`config.mk`:
```
export PLATFORM = sky130hd
export DESIGN_NAME = read_capture_fifo_flat
export DESIGN_NICKNAME = d
export VERILOG_FILES = /design/src/rtl/read_capture_fifo_pkg.sv /design/src/rtl/read_capture_fifo_if.sv /design/src/rtl/capture_fifo_mem.sv /design/src/rtl/read_capture_fifo.sv /design/src/flat_wrapper.sv
export SDC_FILE = /design/constraint.sdc
export NUM_CORES = 1
export LEC_CHECK = 0
export ABC_AREA = 0
export CAP_MARGIN = 40
export CORE_ASPECT_RATIO = 0.8
export CORE_MARGIN = 2
export CORE_UTILIZATION = 24
export CTS_BUF_LIST = sky130_fd_sc_hd__clkbuf_8
export DETAILED_ROUTE_END_ITERATION = 12
export DONT_BUFFER_PORTS = 1
export PLACE_DENSITY = 0.42
export SLEW_MARGIN = 20
export SYNTH_ARGS = -nofsm -noshare
export SYNTH_HDL_FRONTEND = slang
export SYNTH_HIERARCHICAL = 1
export SYNTH_SLANG_ARGS = --single-unit
```
`constraint.sdc`:
```
create_clock -name clk -period 4.15 [get_ports clk]
set_clock_uncertainty 0.2 [all_clocks]
set_input_delay 1.245 -clock clk [delete_from_list [all_inputs] [get_ports clk]]
set_output_delay 1.245 -clock clk [all_outputs]
set_load 0.01 [all_outputs]
```
`src/rtl/read_capture_fifo_pkg.sv`:
```
// Shared constants for the read-capture path and the register block it serves.
//   CAP_DATA_W : register read port width (captured word width)
//   CAP_DEPTH  : capture FIFO entries (power of two, >= 2)
//   CAP_PTR_W  : FIFO pointer width, log2(CAP_DEPTH)
//   CAP_CNT_W  : occupancy counter width, able to hold 0..CAP_DEPTH
package read_capture_fifo_pkg;

  localparam int unsigned CAP_DATA_W = 16;
  localparam int unsigned CAP_DEPTH  = 4;
  localparam int unsigned CAP_PTR_W  = $clog2(CAP_DEPTH);
  localparam int unsigned CAP_CNT_W  = CAP_PTR_W + 1;

endpackage : read_capture_fifo_pkg

```
`src/rtl/read_capture_fifo_if.sv`:
```
// Bundle of the capture FIFO's upstream read tap, consumer handshake and status.
//   master : drives rd_req/rd_data/clr_ovf/out_ready, observes FIFO outputs
//   slave  : the FIFO itself
interface read_capture_fifo_if
  import read_capture_fifo_pkg::*;
#(
  parameter int unsigned DATA_W = CAP_DATA_W,
  parameter int unsigned DEPTH  = CAP_DEPTH
) ();

  localparam int unsigned CNT_W = $clog2(DEPTH) + 1;

  logic              rd_req;
  logic [DATA_W-1:0] rd_data;
  logic              clr_ovf;
  logic              out_ready;
  logic              out_valid;
  logic [DATA_W-1:0] out_data;
  logic [CNT_W-1:0]  count;
  logic              full;
  logic              overflow;

  modport master (
    output rd_req, rd_data, clr_ovf, out_ready,
    input  out_valid, out_data, count, full, overflow
  );

  modport slave (
    input  rd_req, rd_data, clr_ovf, out_ready,
    output out_valid, out_data, count, full, overflow
  );

endinterface : read_capture_fifo_if

```
`src/rtl/capture_fifo_mem.sv`:
```
// DEPTH x DATA_W storage for the capture FIFO: one write port, one async read port.
//   clk, reset : clock and async active-low reset (clears every entry to zero)
//   we/waddr/wdata : synchronous write port
//   raddr/rdata    : combinational read port
module capture_fifo_mem
  import read_capture_fifo_pkg::*;
#(
  parameter int unsigned DATA_W = CAP_DATA_W,
  parameter int unsigned DEPTH  = CAP_DEPTH
) (
  input  logic                     clk,
  input  logic                     reset,
  input  logic                     we,
  input  logic [$clog2(DEPTH)-1:0] waddr,
  input  logic [DATA_W-1:0]        wdata,
  input  logic [$clog2(DEPTH)-1:0] raddr,
  output logic [DATA_W-1:0]        rdata
);

  logic [DATA_W-1:0] mem_q [DEPTH];

  // Storage array; cleared so out_data reads zero after reset.
  always_ff @(posedge clk or negedge reset) begin
    if (!reset) begin
      for (int unsigned i = 0; i < DEPTH; i++) begin
        mem_q[i] <= '0;
      end
    end else if (we) begin
      mem_q[waddr] <= wdata;
    end
  end

  assign rdata = mem_q[raddr];

endmodule : capture_fifo_mem

```
`src/rtl/read_capture_fifo.sv`:
```
// Captures register read data one cycle after each issued read and queues it
// for a consumer (first-word fall-through). Drops words when full, flagging a
// sticky overflow.
//   clk   : clock, all state on rising edge
//   reset : asynchronous active-low reset
//   bus   : slave side of read_capture_fifo_if
//           rd_req/rd_data : upstream read tap (data valid the cycle after rd_req)
//           clr_ovf        : clears sticky overflow (a same-cycle drop wins)
//           out_ready/out_valid/out_data : consumer handshake, oldest word
//           count/full/overflow          : status
module read_capture_fifo
  import read_capture_fifo_pkg::*;
#(
  parameter int unsigned DATA_W = CAP_DATA_W,
  parameter int unsigned DEPTH  = CAP_DEPTH
) (
  input  logic                clk,
  input  logic                reset,
  read_capture_fifo_if.slave  bus
);

  localparam int unsigned PTR_W = $clog2(DEPTH);
  localparam int unsigned CNT_W = PTR_W + 1;
  localparam logic [CNT_W-1:0] FULL_CNT = CNT_W'(DEPTH);

  logic             cap_pend_q;
  logic [PTR_W-1:0] wr_ptr_q, wr_ptr_d;
  logic [PTR_W-1:0] rd_ptr_q, rd_ptr_d;
  logic [CNT_W-1:0] count_q, count_d;
  logic             overflow_q, overflow_d;
  logic             valid_q, valid_d;
  logic             full_q, full_d;

  logic              pop_c;
  logic              accept_c;
  logic              drop_c;
  logic [DATA_W-1:0] mem_rdata;

  // Next-state: a pop frees a slot in the same cycle, so a full FIFO still
  // accepts a capture that coincides with a pop.
  always_comb begin
    wr_ptr_d   = wr_ptr_q;
    rd_ptr_d   = rd_ptr_q;
    count_d    = count_q;
    overflow_d = overflow_q;

    pop_c    = valid_q & bus.out_ready;
    accept_c = cap_pend_q & (~full_q | pop_c);
    drop_c   = cap_pend_q & full_q & ~pop_c;

    if (accept_c) begin
      wr_ptr_d = wr_ptr_q + PTR_W'(1);
    end
    if (pop_c) begin
      rd_ptr_d = rd_ptr_q + PTR_W'(1);
    end

    case ({accept_c, pop_c})
      2'b10:   count_d = count_q + CNT_W'(1);
      2'b01:   count_d = count_q - CNT_W'(1);
      default: count_d = count_q;
    endcase

    if (drop_c) begin
      overflow_d = 1'b1;
    end else if (bus.clr_ovf) begin
      overflow_d = 1'b0;
    end

    // Status flags tracked as flops that always equal their count decode.
    valid_d = (count_d != '0);
    full_d  = (count_d == FULL_CNT);
  end

  // State register; cap_pend mirrors the upstream one-cycle read latency.
  always_ff @(posedge clk or negedge reset) begin
    if (!reset) begin
      cap_pend_q <= 1'b0;
      wr_ptr_q   <= '0;
      rd_ptr_q   <= '0;
      count_q    <= '0;
      overflow_q <= 1'b0;
      valid_q    <= 1'b0;
      full_q     <= 1'b0;
    end else begin
      cap_pend_q <= bus.rd_req;
      wr_ptr_q   <= wr_ptr_d;
      rd_ptr_q   <= rd_ptr_d;
      count_q    <= count_d;
      overflow_q <= overflow_d;
      valid_q    <= valid_d;
      full_q     <= full_d;
    end
  end

  capture_fifo_mem #(
    .DATA_W (DATA_W),
    .DEPTH  (DEPTH)
  ) u_mem (
    .clk   (clk),
    .reset (reset),
    .we    (accept_c),
    .waddr (wr_ptr_q),
    .wdata (bus.rd_data),
    .raddr (rd_ptr_q),
    .rdata (mem_rdata)
  );

  assign bus.out_valid = valid_q;
  assign bus.out_data  = mem_rdata;
  assign bus.count     = count_q;
  assign bus.full      = full_q;
  assign bus.overflow  = overflow_q;

endmodule : read_capture_fifo

```
`src/flat_wrapper.sv`:
```
// flat-port wrapper written by rule: the top's interface ports become plain ports
module read_capture_fifo_flat import read_capture_fifo_pkg::*;
#(
  parameter int unsigned DATA_W = CAP_DATA_W,
  parameter int unsigned DEPTH  = CAP_DEPTH
)
  (clk, reset, bus_rd_req, bus_rd_data, bus_clr_ovf, bus_out_ready, bus_out_valid, bus_out_data, bus_count, bus_full, bus_overflow);
  read_capture_fifo_if #(.DATA_W(DATA_W), .DEPTH(DEPTH)) bus_i ();
  input  logic clk;
  input  logic reset;
  input wire logic [$bits(bus_i.rd_req)-1:0] bus_rd_req;
  input wire logic [$bits(bus_i.rd_data)-1:0] bus_rd_data;
  input wire logic [$bits(bus_i.clr_ovf)-1:0] bus_clr_ovf;
  input wire logic [$bits(bus_i.out_ready)-1:0] bus_out_ready;
  output wire logic [$bits(bus_i.out_valid)-1:0] bus_out_valid;
  output wire logic [$bits(bus_i.out_data)-1:0] bus_out_data;
  output wire logic [$bits(bus_i.count)-1:0] bus_count;
  output wire logic [$bits(bus_i.full)-1:0] bus_full;
  output wire logic [$bits(bus_i.overflow)-1:0] bus_overflow;
  assign bus_i.rd_req = bus_rd_req;
  assign bus_i.rd_data = bus_rd_data;
  assign bus_i.clr_ovf = bus_clr_ovf;
  assign bus_i.out_ready = bus_out_ready;
  assign bus_out_valid = bus_i.out_valid;
  assign bus_out_data = bus_i.out_data;
  assign bus_count = bus_i.count;
  assign bus_full = bus_i.full;
  assign bus_overflow = bus_i.overflow;
  read_capture_fifo #(.DATA_W(DATA_W), .DEPTH(DEPTH)) u_core (.clk(clk), .reset(reset), .bus(bus_i));
endmodule
```
Word-level counts from Yosys, hierarchy flattened --
Index checks and enable logic that the tools add are counted.
Word-level totals: word-level logic and storage cells 42, flip-flop bits (word level) 75, bits of input ports 21
Operators by class: multiplexer cells 9, add/subtract/negate cells 4, equality and inequality tests 3, magnitude comparators 3, reduce and logical (&&, ||, !) cells 3, bitwise operators 9
Operators with widths (number):
- bitwise mux 64 bit | 1
- 2-to-1 mux 16 bit | 3
- binary-select mux 16 bit (select 2 bit) | 1
- demux 16 bit (select 2 bit) | 1
- greater-or-equal comparator 3 bit (second input constant) | 2
- NOT 2 -> 3 bit | 2
- case mux 3 bit (2 select lines) | 1
- adder 2 x 1 -> 2 bit (second input constant) | 2
- bitwise AND 1 bit | 4
- adder 3 x 1 -> 3 bit (second input constant) | 1
- equality test 3 bit (second input constant) | 1
- less-than comparator 3 x 1 -> 1 bit (second input constant) | 1
- nonzero test 3 bit | 1
- subtractor 3 x 1 -> 3 bit (second input constant) | 1
- equality test 2 x 1 -> 1 bit (second input constant) | 1
- equality test 2 bit (second input constant) | 1
- 2-to-1 mux 1 bit | 2
- NOT 1 bit | 2
- nonzero test 2 bit | 1
- logical AND 1 bit | 1
- bitwise OR 1 bit | 1

Depth between registers and ports, before layout --
depth after elaboration 6, gate-level depth with buffers 7

Cells and area by module --
The synthesis kept the hierarchy.
By module, submodules not included:
- capture_fifo_mem | area each 2792.7 µm², cells each 156, instances 1
- read_capture_fifo | area each 494.2 µm², cells each 39, instances 1

Worst setup path after synthesis --
Ideal clock, no wire load.
path type input-to-reg, start input bus_out_ready, end register u_core.valid_q (netlist: u_core/bus.out_valid), stages on the path 7, library setup time 142 ps, arrival 2689 ps, path slack 1119 ps, path through nand2_1 -> a21bo_2 -> ha_1 -> fa_1 -> xnor2_2 -> o21ai_0 -> o221ai_1
On the way: longest elaborated chain between the ends 6, elaborated cells on any way between the ends 7, those cells by class eq/ne: 2; mux: 1; bitwise: 3; reduce/logical: 1
Ends and longest elaborated chain:
- start, declared | RTL line flat_wrapper.sv:14 | input wire logic [$bits(bus_i.out_ready)-1:0] bus_out_ready;
- bitwise AND 1 bit (*) | RTL line read_capture_fifo.sv:47 | pop_c = valid_q & bus.out_ready;
- bitwise OR 1 bit | RTL line read_capture_fifo.sv:48 | accept_c = cap_pend_q & (~full_q | pop_c);
- bitwise AND 1 bit | RTL line read_capture_fifo.sv:48
- equality test 2 x 1 -> 1 bit / equality test 2 bit (equally long branches) | RTL line read_capture_fifo.sv:58 | case ({accept_c, pop_c})
- case mux 3 bit (2 select lines) (*) | RTL line read_capture_fifo.sv:58
- nonzero test 3 bit (*) | RTL line read_capture_fifo.sv:71 | valid_d = (count_d != '0);
- via u_core.valid_d | RTL line read_capture_fifo.sv:31 | logic valid_q, valid_d;
- end signal, assigned | RTL line read_capture_fifo.sv:91 | valid_q <= valid_d;
- end, declared | RTL line read_capture_fifo.sv:31
The timed path passes the listed nets; every way through them passes the cells marked *. A chain may end at the register's enable or synchronous reset.

Final worst setup path --
start register u_core.rd_ptr_q[1], end output bus_out_data[7]
On the way: longest elaborated chain between the ends 4
Ends and longest elaborated chain:
- start, declared | RTL line read_capture_fifo.sv:28 | logic [PTR_W-1:0] rd_ptr_q, rd_ptr_d;
- start signal, assigned | RTL line read_capture_fifo.sv:88 | rd_ptr_q <= rd_ptr_d;
- NOT 2 -> 3 bit (not written as such) | RTL line capture_fifo_mem.sv:33 | assign rdata = mem_q[raddr];
- binary-select mux 16 bit (select 2 bit) | RTL line capture_fifo_mem.sv:33
- 2-to-1 mux 16 bit (not written as such) (2 in a row) | RTL line capture_fifo_mem.sv:33
- end, declared | RTL line flat_wrapper.sv:16 | output wire logic [$bits(bus_i.out_data)-1:0] bus_out_data;
Every way passes these cells. The select of a mux whose other input is x is not followed.

==> key figures <==
Layout
  • Final core utilization: 27.4%
  • Register area: 0.00188 mm^2
  • Fillers: 1344
  • Finished Layout Cells: 386
  • Layout cell share with drive strength beyond 1: 51.0%
  • Antenna diodes: 0
  • Area delta synth->final: 12.1%
  • Final-stage net count: 225
  • Multi-input gate area: 0.00134 mm^2

Synth
  • Post-synth EDFFs: 0
  • Yosys top cell area share: 57.1%
  • Register area share after synthesis: 57.1%
  • Post-synthesis register bit count: 75
  • Top FF cell, synth: dfrtp_1
  • Synth top cells by count: dfrtp_1 (75), mux2_2 (65), mux4_2 (16), xnor2_1 (5)
  • Distinct cells, synth: 27
  • Synthesized area per cell: 16.9 um^2
  • Yosys warnings: 6
  • Syn Inst Count: 195
  • Synth area leader: dfrtp_1
  • Synthesized area: 0.00329 mm^2
  • Synth area leaders: dfrtp_1 (57%), mux2_2 (22%), mux4_2 (11%)
  • Ys async rst share: 100%
  • Cell with the most instances after synthesis: dfrtp_1
  • Syn Nets: 218

Timing
  • Final Slew Violations: 0
  • Worst Tran Pin Value: 0.596 ns
  • Final setup viols: 0
  • WHS: 0.302 ns
  • Final period util: 73.4%
  • RSZ-0062 raised after global routing: false
  • Fin. Hold Viols: 0
  • TNS Setup: 0 ns
  • Highest Clock Rate: 328 MHz
  • Rel. slew slack: 60.1%
  • Final min period: 3.05 ns

Clocking
  • CTS Sinks: 75
  • CTS clock-pin slew for the worst setup and hold paths: 0.08 ns
  • Hold Buf Count CTS: 0
  • Clock buffer depth: 2
  • Worst-Skew Late Latency: 0.35 ns
  • Post-cts resize count: 0
  • CTS root buffer: clkbuf_8
  • CTS HTree Levels: 3
  • TritonCTS buffer count: 9
  • CTS tree: built
  • Post-CTS Setup Bufs: 0

Critical path
  • CP Capture Type: primary output
  • Crit-path slowest cell: dfrtp_1
  • CP delay by family, top: flip-flops
  • Worst EP arrival: 1.60 ns
  • Worst setup SP type: flop
  • CP bufs+invs: 1
  • Critical Path Max Stage Delay: 0.66 ns
  • CP required: 2.70 ns
  • Critical path peak fanout: 9
  • Crit path cell chain: buf_8 > mux4_2
  • WS Path Type: reg2out

Power
  • Leak Pwr: 1.50 nW
  • Seq pwr share: 43.8%
  • Sw Ratio: 31.7%
  • Worst IR Drop VDD: 0.000234 V
  • Psw: 962 uW
  • Clock power frac: 18.3%
  • Int Pwr: 2.07 mW
  • Power Density: 823 mW/mm^2
  • Combinational fraction of design power: 37.9%

Drt
  • DR pass1 iterations: 3
  • Drt via density: 4.27
  • Drt drc: 0
  • DRT iter0 DRCs: 69
  • Final WL: 6740 um
  • Per-cell routed wire length: 17.5 um
  • DRT antenna net count: 0
  • Vias: 1647

Run
  • Max Cap Viol: 0

Die
  • Core ar.: 0.0135 mm^2
  • Initial Utilization: 24.4%
  • # rows: 38
  • Die Height: 109 um
  • Die W: 135 um
  • Die footprint: 0.0147 mm^2
  • IO Count: 43

Global routing
  • Grt ovf: 0
  • Initial antenna violation count: 0
  • Total GRT Usage: 10.2%
  • First-pass GRT wire length: 10800 um
  • Vias in the first global route: 1837
  • Largest net degree at the start of global routing: 76

Placed design
  • Dpl cells: 371
  • Hpwl dp: 4300 um
  • Port bufs: 0
  • GPL Wtd Cong: 0.656

Hold path
  • Worst min path class: reg2reg

Outcome
  • Run status: complete, no violations
==> worst reg2reg max path, cell delays in order (launching register included) <==
cell and delay (ns):
dfrtp_1 0.43, nand2_1 0.18, a21bo_2 0.28, ha_1 0.23
fa_1 0.42, xnor2_2 0.18, o21ai_0 0.23, o221ai_1 0.16
==> placed cells by master, fill, tap and decap left out, types with 2 or more instances in the layout <==
cell      synthesis  routed
buf_4             2       3
clkbuf_8          1      11
dfrtp_1          75      75
inv_1             3       5
mux2_2           65      65
mux4_2           16      16
nand2_1           2       2
nand3_1           2       2
nand3b_2          2       2
nor3b_1           2       2
o21ai_0           3       3
xnor2_1           5       5
==> power groups by stage <==
stage	registers, mW	clock network, mW	logic, mW
after floorplan	1.26	0	1.00
after global placement	1.37	0	1.13
after detailed placement	1.34	0	1.18
after CTS	1.33	0.589	1.18
after global routing	1.38	0.626	1.26
final	1.33	0.556	1.15
==> registers in the layout, indices dropped and copies added (netlist names) <==
| register | cells |
|---|---|
| u_core/bus.overflow | 1 |
| u_core/bus.out_valid | 1 |
| u_core/rd_ptr_q | 2 |
| u_core/wr_ptr_q | 2 |
| u_core/cap_pend_q | 1 |
| u_core/bus.count | 3 |
| u_core/u_mem/mem_q | 64 |
| u_core/bus.full | 1 |
==> through the flow <==
| stage | cell area (um^2) | power [mW] | setup slack, ns |
|---|---|---|---|
| 2_1_floorplan | 3290 | 2.26 | 1.12 |
| 5_1_grt | 3680 | 3.26 | 1.00 |
| 3_3_place_gp | 3480 | 2.49 | 0.997 |
| 6_report | 3680 | 3.03 | 1.10 |
| 4_1_cts | 3680 | 3.10 | 1.05 |
| 3_5_place_dp | 3490 | 2.53 | 0.951 |
==> layout make-up <==
| class | count | area share, % |
|---|---|---|
| inverters | 3 | 0.306 |
| repair buffers | 4 | 1.02 |
| flip-flops and latches | 75 | 50.9 |
| clock inverters | 4 | 1.15 |
| multi-input cells | 109 | 36.4 |
| well taps | 180 | 6.11 |
| clock buffers | 11 | 4.11 |
==> metal layers <==
metal | global-route usage [%] | wire [um] | vias to the layer above
met1 | 13.0 | 3090 | 869
met2 | 15.3 | 3020 | 35
met4 | 3.38 | 99 | 0
met3 | 5.07 | 536 | 9
li1 | - | - | 734
met5 | 0 | 0 | -
==> worst paths after layout <==
path | depth (start not counted) | startpoint | slack [ns] | to
max | 2 | u_core/rd_ptr_q[1] | 1.10 | bus_out_data[7]
min | 1 | u_core/u_mem/mem_q[29] | 0.30 | u_core/u_mem/mem_q[29]
max reg2reg | 7 | u_core/bus.out_valid | 1.72 | u_core/bus.out_valid
min reg2reg | 1 | u_core/u_mem/mem_q[29] | 0.30 | u_core/u_mem/mem_q[29]
max in group asynchronous | 0 | reset | 3.23 | u_core/u_mem/mem_q[18]
min in group asynchronous | 0 | reset | 0.38 | u_core/u_mem/mem_q[26]
==> cells by family (layout without fill, tap and decap cells) <==
kind of cell,after synthesis,count (layout),synth area share [%]
mux,81,81,33.2
compound gates,7,7,1.41
simple gates,12,12,3.05
xor+xnor,7,7,2.09
flops,75,75,57.1
fa+ha+maj,2,2,0.990
buf+inv,11,22,2.13
Power figures use the tool's default switching activity.
